### src/rtl/s2mm_writer.sv
// Stream-to-memory writer: turns each accepted AXI-Stream beat into one single-beat AXI4 write
// at the sync_manager's current buffer address, and reports beats and completions back to it.
module s2mm_writer #(
  parameter int unsigned MM_ADDR_WIDTH   = 32,
  parameter int unsigned DATA_WIDTH      = 32,
  parameter int unsigned MAX_OUTSTANDING = 8
) (
  input  logic                      aclk,
  input  logic                      aresetn,
  input  logic                      enable,
  input  logic [DATA_WIDTH-1:0]     S_AXIS_tdata,
  input  logic                      S_AXIS_tvalid,
  output logic                      S_AXIS_tready,
  input  logic [MM_ADDR_WIDTH-1:0]  SM_write_buffer,
  output logic                      SM_reading,
  output logic                      SM_writing,
  output logic [MM_ADDR_WIDTH-1:0]  M_AXI_awaddr,
  output logic [7:0]                M_AXI_awlen,
  output logic [2:0]                M_AXI_awsize,
  output logic [1:0]                M_AXI_awburst,
  output logic                      M_AXI_awvalid,
  input  logic                      M_AXI_awready,
  output logic [DATA_WIDTH-1:0]     M_AXI_wdata,
  output logic [DATA_WIDTH/8-1:0]   M_AXI_wstrb,
  output logic                      M_AXI_wlast,
  output logic                      M_AXI_wvalid,
  input  logic                      M_AXI_wready,
  input  logic [1:0]                M_AXI_bresp,
  input  logic                      M_AXI_bvalid,
  output logic                      M_AXI_bready,
  output logic                      busy,
  output logic [15:0]               error_count
);

  localparam int unsigned         CNT_W    = $clog2(MAX_OUTSTANDING) + 1;
  localparam logic [CNT_W-1:0]    MAX_CNT  = CNT_W'(MAX_OUTSTANDING);
  localparam logic [2:0]          AXI_SIZE = 3'($clog2(DATA_WIDTH / 8));

  typedef enum logic [1:0] {
    IDLE  = 2'd0,
    RUN   = 2'd1,
    DRAIN = 2'd2
  } state_t;

  state_t                     state_q, state_d;
  logic                       awvalid_q, awvalid_d;
  logic                       wvalid_q, wvalid_d;
  logic [MM_ADDR_WIDTH-1:0]   awaddr_q, awaddr_d;
  logic [DATA_WIDTH-1:0]      wdata_q, wdata_d;
  logic [CNT_W-1:0]           outstanding_q, outstanding_d;
  logic [15:0]                error_count_q, error_count_d;
  logic                       sm_writing_q, sm_writing_d;
  logic                       bready_q, bready_d;

  logic                       tready;
  logic                       accept;
  logic                       b_take;

  // A beat is only taken when both holding registers can be refilled on the same edge.
  assign tready = (state_q == RUN) && (!awvalid_q || M_AXI_awready) &&
                  (!wvalid_q || M_AXI_wready) && (outstanding_q < MAX_CNT);
  assign accept = S_AXIS_tvalid && tready;
  // Responses with nothing outstanding are spurious and must not disturb any counter.
  assign b_take = M_AXI_bvalid && bready_q && (outstanding_q != '0);

  always_comb begin
    state_d       = state_q;
    awvalid_d     = awvalid_q;
    wvalid_d      = wvalid_q;
    awaddr_d      = awaddr_q;
    wdata_d       = wdata_q;
    outstanding_d = outstanding_q;
    error_count_d = error_count_q;
    sm_writing_d  = b_take;
    bready_d      = 1'b1;

    unique case (state_q)
      IDLE:    if (enable) state_d = RUN;
      RUN:     if (!enable) state_d = DRAIN;
      DRAIN: begin
        if (enable) begin
          state_d = RUN;
        end else if ((outstanding_q == '0) && !awvalid_q && !wvalid_q) begin
          state_d = IDLE;
        end
      end
      default: state_d = IDLE;
    endcase

    if (accept) begin
      awvalid_d = 1'b1;
      awaddr_d  = SM_write_buffer;
    end else if (M_AXI_awready) begin
      awvalid_d = 1'b0;
    end

    if (accept) begin
      wvalid_d = 1'b1;
      wdata_d  = S_AXIS_tdata;
    end else if (M_AXI_wready) begin
      wvalid_d = 1'b0;
    end

    if (accept && !b_take) begin
      outstanding_d = outstanding_q + CNT_W'(1);
    end else if (!accept && b_take) begin
      outstanding_d = outstanding_q - CNT_W'(1);
    end

    if (b_take && (M_AXI_bresp != 2'b00) && (error_count_q != 16'hFFFF)) begin
      error_count_d = error_count_q + 16'd1;
    end
  end

  always_ff @(posedge aclk or negedge aresetn) begin
    if (!aresetn) begin
      state_q       <= IDLE;
      awvalid_q     <= 1'b0;
      wvalid_q      <= 1'b0;
      awaddr_q      <= '0;
      wdata_q       <= '0;
      outstanding_q <= '0;
      error_count_q <= '0;
      sm_writing_q  <= 1'b0;
      bready_q      <= 1'b0;
    end else begin
      state_q       <= state_d;
      awvalid_q     <= awvalid_d;
      wvalid_q      <= wvalid_d;
      awaddr_q      <= awaddr_d;
      wdata_q       <= wdata_d;
      outstanding_q <= outstanding_d;
      error_count_q <= error_count_d;
      sm_writing_q  <= sm_writing_d;
      bready_q      <= bready_d;
    end
  end

  assign S_AXIS_tready = tready;
  assign SM_reading    = accept;
  assign SM_writing    = sm_writing_q;
  assign M_AXI_awaddr  = awaddr_q;
  assign M_AXI_awlen   = 8'd0;
  assign M_AXI_awsize  = AXI_SIZE;
  assign M_AXI_awburst = 2'b01;
  assign M_AXI_awvalid = awvalid_q;
  assign M_AXI_wdata   = wdata_q;
  assign M_AXI_wstrb   = '1;
  assign M_AXI_wlast   = 1'b1;
  assign M_AXI_wvalid  = wvalid_q;
  assign M_AXI_bready  = bready_q;
  assign busy          = (state_q != IDLE) || awvalid_q || wvalid_q || (outstanding_q != '0);
  assign error_count   = error_count_q;

endmodule

### config.mk
export PLATFORM = sky130hd
export DESIGN_NAME = s2mm_writer
export DESIGN_NICKNAME = d
export VERILOG_FILES = /design/src/rtl/s2mm_writer.sv
export SDC_FILE = /design/constraint.sdc
export NUM_CORES = 1
export LEC_CHECK = 0
export CAP_MARGIN = 15
export CORE_UTILIZATION = 41
export CTS_CLUSTER_DIAMETER = 200
export CTS_CLUSTER_SIZE = 28
export DETAILED_ROUTE_END_ITERATION = 8
export GPL_ROUTABILITY_DRIVEN = 0
export PLACE_DENSITY = 0.83
export SETUP_SLACK_MARGIN = 0.4
export SKIP_LAST_GASP = 1
export SYNTH_ARGS = -nofsm -noshare
export SYNTH_HDL_FRONTEND = slang
export SYNTH_SLANG_ARGS = --single-unit
### constraint.sdc
create_clock -name aclk -period 3.25 [get_ports aclk]
set_input_delay 0.65 -clock aclk [delete_from_list [all_inputs] [get_ports aclk]]
set_output_delay 0.65 -clock aclk [all_outputs]
set_load 0.03 [all_outputs]
### Word-level counts from Yosys, hierarchy flattened

Index checks and enable logic that the tools add are counted.
Widths: inputs -> output; s select.

* word-level logic and storage cells: 60
* bits in registers: 90

* eq/ne operators: 6
* $add $sub $neg: 3
* reductions and logical operators: 30
* magnitude comparators: 1
* multiplexer cells: 11

Operator list (count)
* $add 16x1->16 const B: 1
* $ne 16x16->1 const B: 1
* $logic_and 1x1->1: 12
* $reduce_bool 2->1: 5
* $mux 2: 4
* $mux 4: 2
* $pmux 2 s3: 1
* $logic_or 1x1->1: 5
* $add 4x1->4 const B: 1
* $logic_not 1->1: 4
* $logic_not 4->1: 1
* $lt 4x4->1 const B: 1
* $mux 1: 4
* $ne 2x2->1 const B: 2
* $reduce_bool 4->1: 1
* $sub 4x1->4 const B: 1
* $ne 3x3->1 const B: 1
* $reduce_and 3->1: 1
* $eq 2x1->1 const B: 1
* $eq 2x2->1 const B: 1
* $logic_not 2->1: 1

### Depth between registers and ports, before layout

Gate-level depths: netlist of the first run.

* depth after elaboration: 10
* gate-level depth with buffers: 13
* gate-level depth less buffers: 11

### Worst setup path before layout of the first run

OpenSTA, ideal clock, no wires.

* path kind: input-to-reg
* from: input port M_AXI_wready
* to: register outstanding_q[3]
* stages on the path: 13
* setup slack: 0.047 ns
* data arrival time: 3.124 ns
* setup time: 0.080 ns
* path through: nor2b_1 nor4_4 nand2_1 buf_4 buf_6 inv_1 ha_1 inv_1 ha_1 a21o_1 a21oi_1 mux2i_1 xnor2_1

* longest elaborated chain between the ends: 7
* elaborated cells between the ends (all ways): 9

RTL lines
* start, declared: line 27 `input logic M_AXI_wready,`
* $logic_or 1x1->1 (*): line 61 `(!wvalid_q || M_AXI_wready) && (outstanding_q < MAX_CNT);`
* $logic_and 1x1->1 (*): line 60 `assign tready = (state_q == RUN) && (!awvalid_q || M_AXI_awready) &&`
* $logic_and 1x1->1 (*): line 61
* via S_AXIS_tready: line 13 `output logic S_AXIS_tready,`
* $logic_and 1x1->1 (*): line 62 `assign accept = S_AXIS_tvalid && tready;`
* via SM_reading: line 15 `output logic SM_reading,`
* $logic_not 1->1: line 106 `end else if (!accept && b_take) begin`
* $logic_and 1x1->1: line 106
* $reduce_bool 2->1 (no source line)
* end signal, assigned: line 132 `outstanding_q <= outstanding_d;`
* end, declared: line 50 `logic [CNT_W-1:0] outstanding_q, outstanding_d;`

The timed path passes the listed nets; every way through them passes the cells marked *.
A chain may end at the register's enable or synchronous reset.

### Final worst setup path of the first run

* from: register outstanding_q[1]
* to: output port busy

* longest elaborated chain between the ends: 2

RTL lines
* $reduce_bool 4->1: line 152 `assign busy = (state_q != IDLE) || awvalid_q || wvalid_q || (outstanding_q != '0);`
* $logic_or 1x1->1: line 152
* end, declared: line 31 `output logic busy,`

Every way passes these cells.

==> results.yml, run 1 <==
run_status:
  status: "finished, violations left"
  violations: "design-rule violations"
cts:
  cts_tree: "yes"
  cts_max_path_buffers: 2
  clockRootBuffer: "clkbuf_8"
  cts_buffers: 9
  htreeDepth: 3
  cts.sinks: 90
  clkLatencyLatePin_ns: 0.35
  clk_pin_slew_ns: 0.09
  ctsHoldBuffers: 0
route:
  drt-total-wl_mm: 8.44
  antenna_left: 0
  vias_per_cell: 4.81
  num_vias: 2648
  drt_first_iter_violations: 76
  drtPass1Iterations: 6
  wl_per_cell_um: 15.4
  drc: 16
sta:
  period_minus_slack_ns: 2.80
  max_slew.worst_pin.slew_ns: 0.888
  setup_tns_ns: 0
  max_freq_mhz: 358
  rsz0062_at_grt: "false"
  finalSetupViolations: 0
  fin_skew_ns: 0.0117
  slew_viol_final: 0
  max-slew-margin-rel_pct: 40.7
  period_share_pct: 86.0
  hold_viol_final: 0
placement:
  placed_area_um2: 5480
  port_buffers: 159
  hpwl_mm: 6.29
yosys:
  synth-main-ff-cell: "dfrtp_1"
  synth-simple-area-share_pct: 7.85
  synth_top_family_by_area: "multiplexers"
  ys_ff_latch: 90
  synth_xor_area_share_pct: 3.91
  async_flop_share_pct: 100
  synth_cell_types: 38
  synthMuxAreaShare_pct: 20.1
  seq_area_frac_synth_pct: 59.1
  synthCells: 270
  synth-edff-count: 0
  synthesis.area_um2: 3810
  syn_avg_cell_area_um2: 14.1
  synth-compound-area-share_pct: 1.31
  synth-adder-area-share_pct: 1.84
  yosysWarnings: 0
pwr:
  powerDensity_nw_per_um2: 942
  p_seq_share_pct: 34.1
  leakage_nw: 2.46
  p_int_mw: 3.29
  swShare_pct: 39.0
  pwr-share-comb_pct: 51.1
  clockPowerShare_pct: 14.8
  irDropWorstVdd_v: 0.000343
  power.switching_mw: 2.10
floorplanning:
  dieWidth_um: 98.4
  num_io_pins: 178
  dieArea_um2: 9690
  core_area_um2: 8850
  die_h_um: 98.4
  start_util_pct: 43.1
  rows: 34
run:
  drv_cap: 0
global_route:
  overflow: 0
  track_usage_pct: 18.5
  grt_pass1_wl_mm: 14.0
  antenna_found_initial: 0
  grt_max_degree: 67
  grt_pass1_vias: 2797
setup_path:
  worstSetupPathType: "reg2out"
  r2r_setup_slack_ns: 0.83
  r2r_start: "outstanding_q[1]"
  crit_path_start_kind: "register"
  arrival_ns: 2.15
  cp.required_ns: 2.60
  r2r-end: "outstanding_q[3]"
  crit_fanout: 2
  ff2ff_path_depth: 10
  end_kind: "output pin"
cells_and_area:
  diodes: 0
  layout-drive-gt1-share_pct: 23.5
  nFillCells: 716
  final_nets: 515
  design_area_um2: 5730
  area_growth_pct: 50.3
min_path:
  hold_path_class: "in2async"
## cell usage in the layout (no fill, tap or decap), types with 5 or more instances in the layout
cell and count:
buf_4 9, clkbuf_8 11, clkdlybuf4s50_1 155, conb_1 19
dfrtp_1 88, mux2_2 65, nand2_1 6, nand3_1 7
nand4_1 5, nor4_1 8, xnor2_1 7, xor2_1 10
## how the worst max path moves through the flow
| stage | endpoint | from |
|---|---|---|
| CTS | busy | outstanding_q[3] |
| global placement | busy | outstanding_q[3] |
| detailed placement | busy | outstanding_q[1] |
| floorplan | outstanding_q[3] | M_AXI_wready |
| global route | busy | outstanding_q[1] |
| finish | busy | outstanding_q[1] |
## Yosys cell counts, types with 2 or more instances
cell type  number  area (um2)
a21oi_1         2        10.0
buf_2           4        20.0
buf_4          19         143
buf_6           3        33.8
conb_1          2        7.51
dfrtp_1        90        2250
ha_1            4        50.1
inv_1           5        18.8
mux2_1          2        22.5
mux2_2         65         732
nand2_1         7        26.3
nand2b_1        3        18.8
nand3_1         7        35.0
nand4_1         5        31.3
nor2_1          4        15.0
nor2b_1         2        12.5
nor4_1          8        50.1
or3_1           3        18.8
xnor2_1         7        61.3
xor2_1         10        87.6
## through the flow
| stage | instances | total power [mW] | setup slack (ns) | utilization (%) | hold slack [ns] |
|---|---|---|---|---|---|
| detailed placement | 530 | 4.61 | 0.312 | 61.9 | 0.480 |
| CTS | 549 | 5.44 | 0.411 | 64.6 | 0.301 |
| global placement | 530 | 4.52 | 0.359 | 61.9 | 0.474 |
| global route | 550 | 5.67 | 0.410 | 64.7 | 0.318 |
| floorplan | 287 | 3.45 | 0.351 | - | 0.354 |
| finish | 550 | 5.39 | 0.453 | 64.7 | 0.290 |
## cell type report
| type | instances | area [um2] | area share (%) |
|---|---|---|---|
| multi-input combinational | 165 | 1450 | 25.3 |
| inverter | 5 | 25.0 | 0.437 |
| clock inverter | 5 | 61.3 | 1.07 |
| timing repair buffer | 166 | 1650 | 28.8 |
| clock buffer | 11 | 151 | 2.64 |
| sequential | 90 | 2250 | 39.4 |
| tap | 108 | 135 | 2.36 |
## critical path: stages, from the launching register on
cell and delay [ns]:
dfrtp_2 0.41, or4_4 0.54, or3_4 0.35, or3_1 0.33, buf_4 0.18
## power groups by stage
stage               sequential, mW  combinational (mW)  clock [mW]
floorplan                     2.75               0.695           0
global placement              1.85                2.67           0
detailed placement            1.89                2.72           0
CTS                           1.84                2.78       0.823
global route                  1.91                2.89       0.869
finish                        1.84                2.76       0.797
## state kept, by name, summed over array words and instances, names as in the netlist
name / flops
state_q: 2
M_AXI_awvalid: 1
error_count: 16
M_AXI_awaddr: 32
outstanding_q: 4
SM_writing: 1
M_AXI_wvalid: 1
M_AXI_bready: 1
M_AXI_wdata: 32
## metal layers
metal	vias up	global-route usage [%]	part of all wire [%]
met5	-	0	0
met3	7	4.18	6.8
met2	92	32.9	52
met4	0	6.31	0.84
li1	1238	-	-
met1	1311	22.3	41
## kinds of logic after synthesis
logic type,after synthesis
AO/OA/AOI/OAI,7
XOR/XNOR,17
multiplexers,68
flip-flops,90
AND/OR/NAND/NOR,49
other,2
buffers and inverters,32
adder cells (fa/ha/maj),5
## timing repair
action	in CTS	in global routing
gates resized for setup	8	1
buffers inserted	3	1
endpoints found under the setup margin	1	2
pin swaps	0	1
Power figures use the tool's default switching activity.
==> inputs of run 2 (changes only) <==
Settings changed: GPL_ROUTABILITY_DRIVEN 0 to not set, MAX_ROUTING_LAYER set to met4.
==> run 2 against run 1 <==
The run still ends with design-rule violations left; via count fell by 0.11%; design area did not move; maximum frequency barely moved; critical path depth did not move; combinational power barely moved; sequential power barely moved; clock skew barely moved; wire length rose by 0.18%; final cell count did not move; largest cell class unchanged.
==> results.yml, run 2 (synthesis gave the netlist of run 1 again) <==
placement:
  gp_congestion: 0.822
  dpl.cell_count: 530
  hpwl_mm: 6.29
  port_buffers: 159
  placed_area_um2: 5480
pwr:
  leakage_nw: 2.46
  powerDensity_nw_per_um2: 942
  irDropWorstVdd_v: 0.000343
sta:
  timing.hold.ws_ns: 0.289
  slew_viol_final: 0
  finalSetupViolations: 0
  period_minus_slack_ns: 2.80
  max_freq_mhz: 358
  rsz0062_at_grt: "false"
  fin_skew_ns: 0.0118
  setup_tns_ns: 0
  period_share_pct: 86.1
  max-slew-margin-rel_pct: 39.6
  hold_viol_final: 0
  max_slew.worst_pin.slew_ns: 0.905
cts:
  htreeDepth: 3
  cts_max_path_buffers: 2
  clockRootBuffer: "clkbuf_8"
  cts_tree: "yes"
  ctsHoldBuffers: 0
  cts.sinks: 90
  clkLatencyLatePin_ns: 0.35
  clk_pin_slew_ns: 0.10
  cts_buffers: 9
route:
  vias_per_cell: 4.81
  drt-total-wl_mm: 8.46
  met1_length_mm: 3.49
  drt_first_iter_violations: 71
  highest_layer: "met4"
  wl_per_cell_um: 15.4
  drc: 16
  antenna_left: 0
  drtPass1Iterations: 6
  dr_wl_met3_um: 560
  wl_met2_mm: 4.34
  num_vias: 2645
run_status:
  violations: "design-rule violations"
  status: "finished, violations left"
cells_and_area:
  final_nets: 515
  diodes: 0
  final_cell_count_no_fill: 550
  area_growth_pct: 50.3
  layout-drive-gt1-share_pct: 23.5
  final_common_cell: "clkdlybuf4s50_1"
  design_area_um2: 5730
  nFillCells: 716
  final_cell_mix: "clkdlybuf4s50_1, dfrtp_1, mux2_2"
min_path:
  hold_path_class: "in2async"
floorplanning:
  start_util_pct: 43.1
  num_io_pins: 178
  die_h_um: 98.4
  core_area_um2: 8850
  dieWidth_um: 98.4
  dieArea_um2: 9690
  rows: 34
global_route:
  grt_pass1_vias: 2796
  overflow: 0
  grt_max_degree: 67
  antenna_found_initial: 0
  grt_pass1_wl_mm: 14.0
  track_usage_pct: 19.1
setup_path:
  end_kind: "output pin"
  cp.required_ns: 2.60
  crit_path_start_kind: "register"
  worstSetupPathType: "reg2out"
  crit_fanout: 2
  arrival_ns: 2.15
run:
  drv_cap: 0
run 2: cell counts in the layout (fill, tap and decap cells not counted):
Identical to the previous run, type by type.
run 2: what timing repair did:
action	4_1_cts	5_1_grt
endpoints found under the setup margin	1	2
pin swaps	0	1
gates resized for setup	8	1
setup buffers	3	1
run 2: per-stage QoR:
step | total power, mW | worst slack, ns | util, %
3_5_place_dp | 4.61 | 0.312 | 61.9
6_report | 5.39 | 0.453 | 64.7
3_3_place_gp | 4.52 | 0.359 | 61.9
2_1_floorplan | 3.45 | 0.351 | -
4_1_cts | 5.44 | 0.411 | 64.6
5_1_grt | 5.67 | 0.410 | 64.7
run 2: area by class of cell:
cell class	instances	area, um2	area share (%)
sequential	90	2250	39.4
multi-input combinational	165	1450	25.3
clock buffer	11	151	2.64
tap	108	135	2.36
inverter	5	25.0	0.437
timing repair buffer	166	1650	28.8
clock inverter	5	61.3	1.07
run 2: layer usage:
layer	up-vias	global-route usage [%]
met3	7	3.97
met1	1304	22.4
met4	0	6.31
met5	-	-
met2	94	32.9
li1	1240	-
run 2: worst max-delay path: stages (launching register included):
cell and delay, ns:
dfrtp_2 0.41, or4_4 0.54, or3_4 0.35, or3_1 0.33, buf_4 0.18
run 2: final timing paths:
path,slack [ns],startpoint,cells after the start,endpoint
min reg2reg,0.50,M_AXI_awaddr[28],1,M_AXI_awaddr[28]
min,0.29,aresetn,1,M_AXI_awaddr[10]
min in group aclk,0.50,M_AXI_awaddr[28],1,M_AXI_awaddr[28]
max reg2reg,0.83,outstanding_q[1],10,outstanding_q[3]
max in group asynchronous,2.27,aresetn,2,M_AXI_wvalid
max,0.45,outstanding_q[1],4,busy
run 2: power by group:
| group | total, mW | internal, mW | switching [mW] | leakage, nW |
|---|---|---|---|---|
| clock network | 0.798 | 0.400 | 0.397 | 0.0982 |
| logic | 2.76 | 1.30 | 1.45 | 1.27 |
| registers | 1.84 | 1.59 | 0.251 | 1.09 |
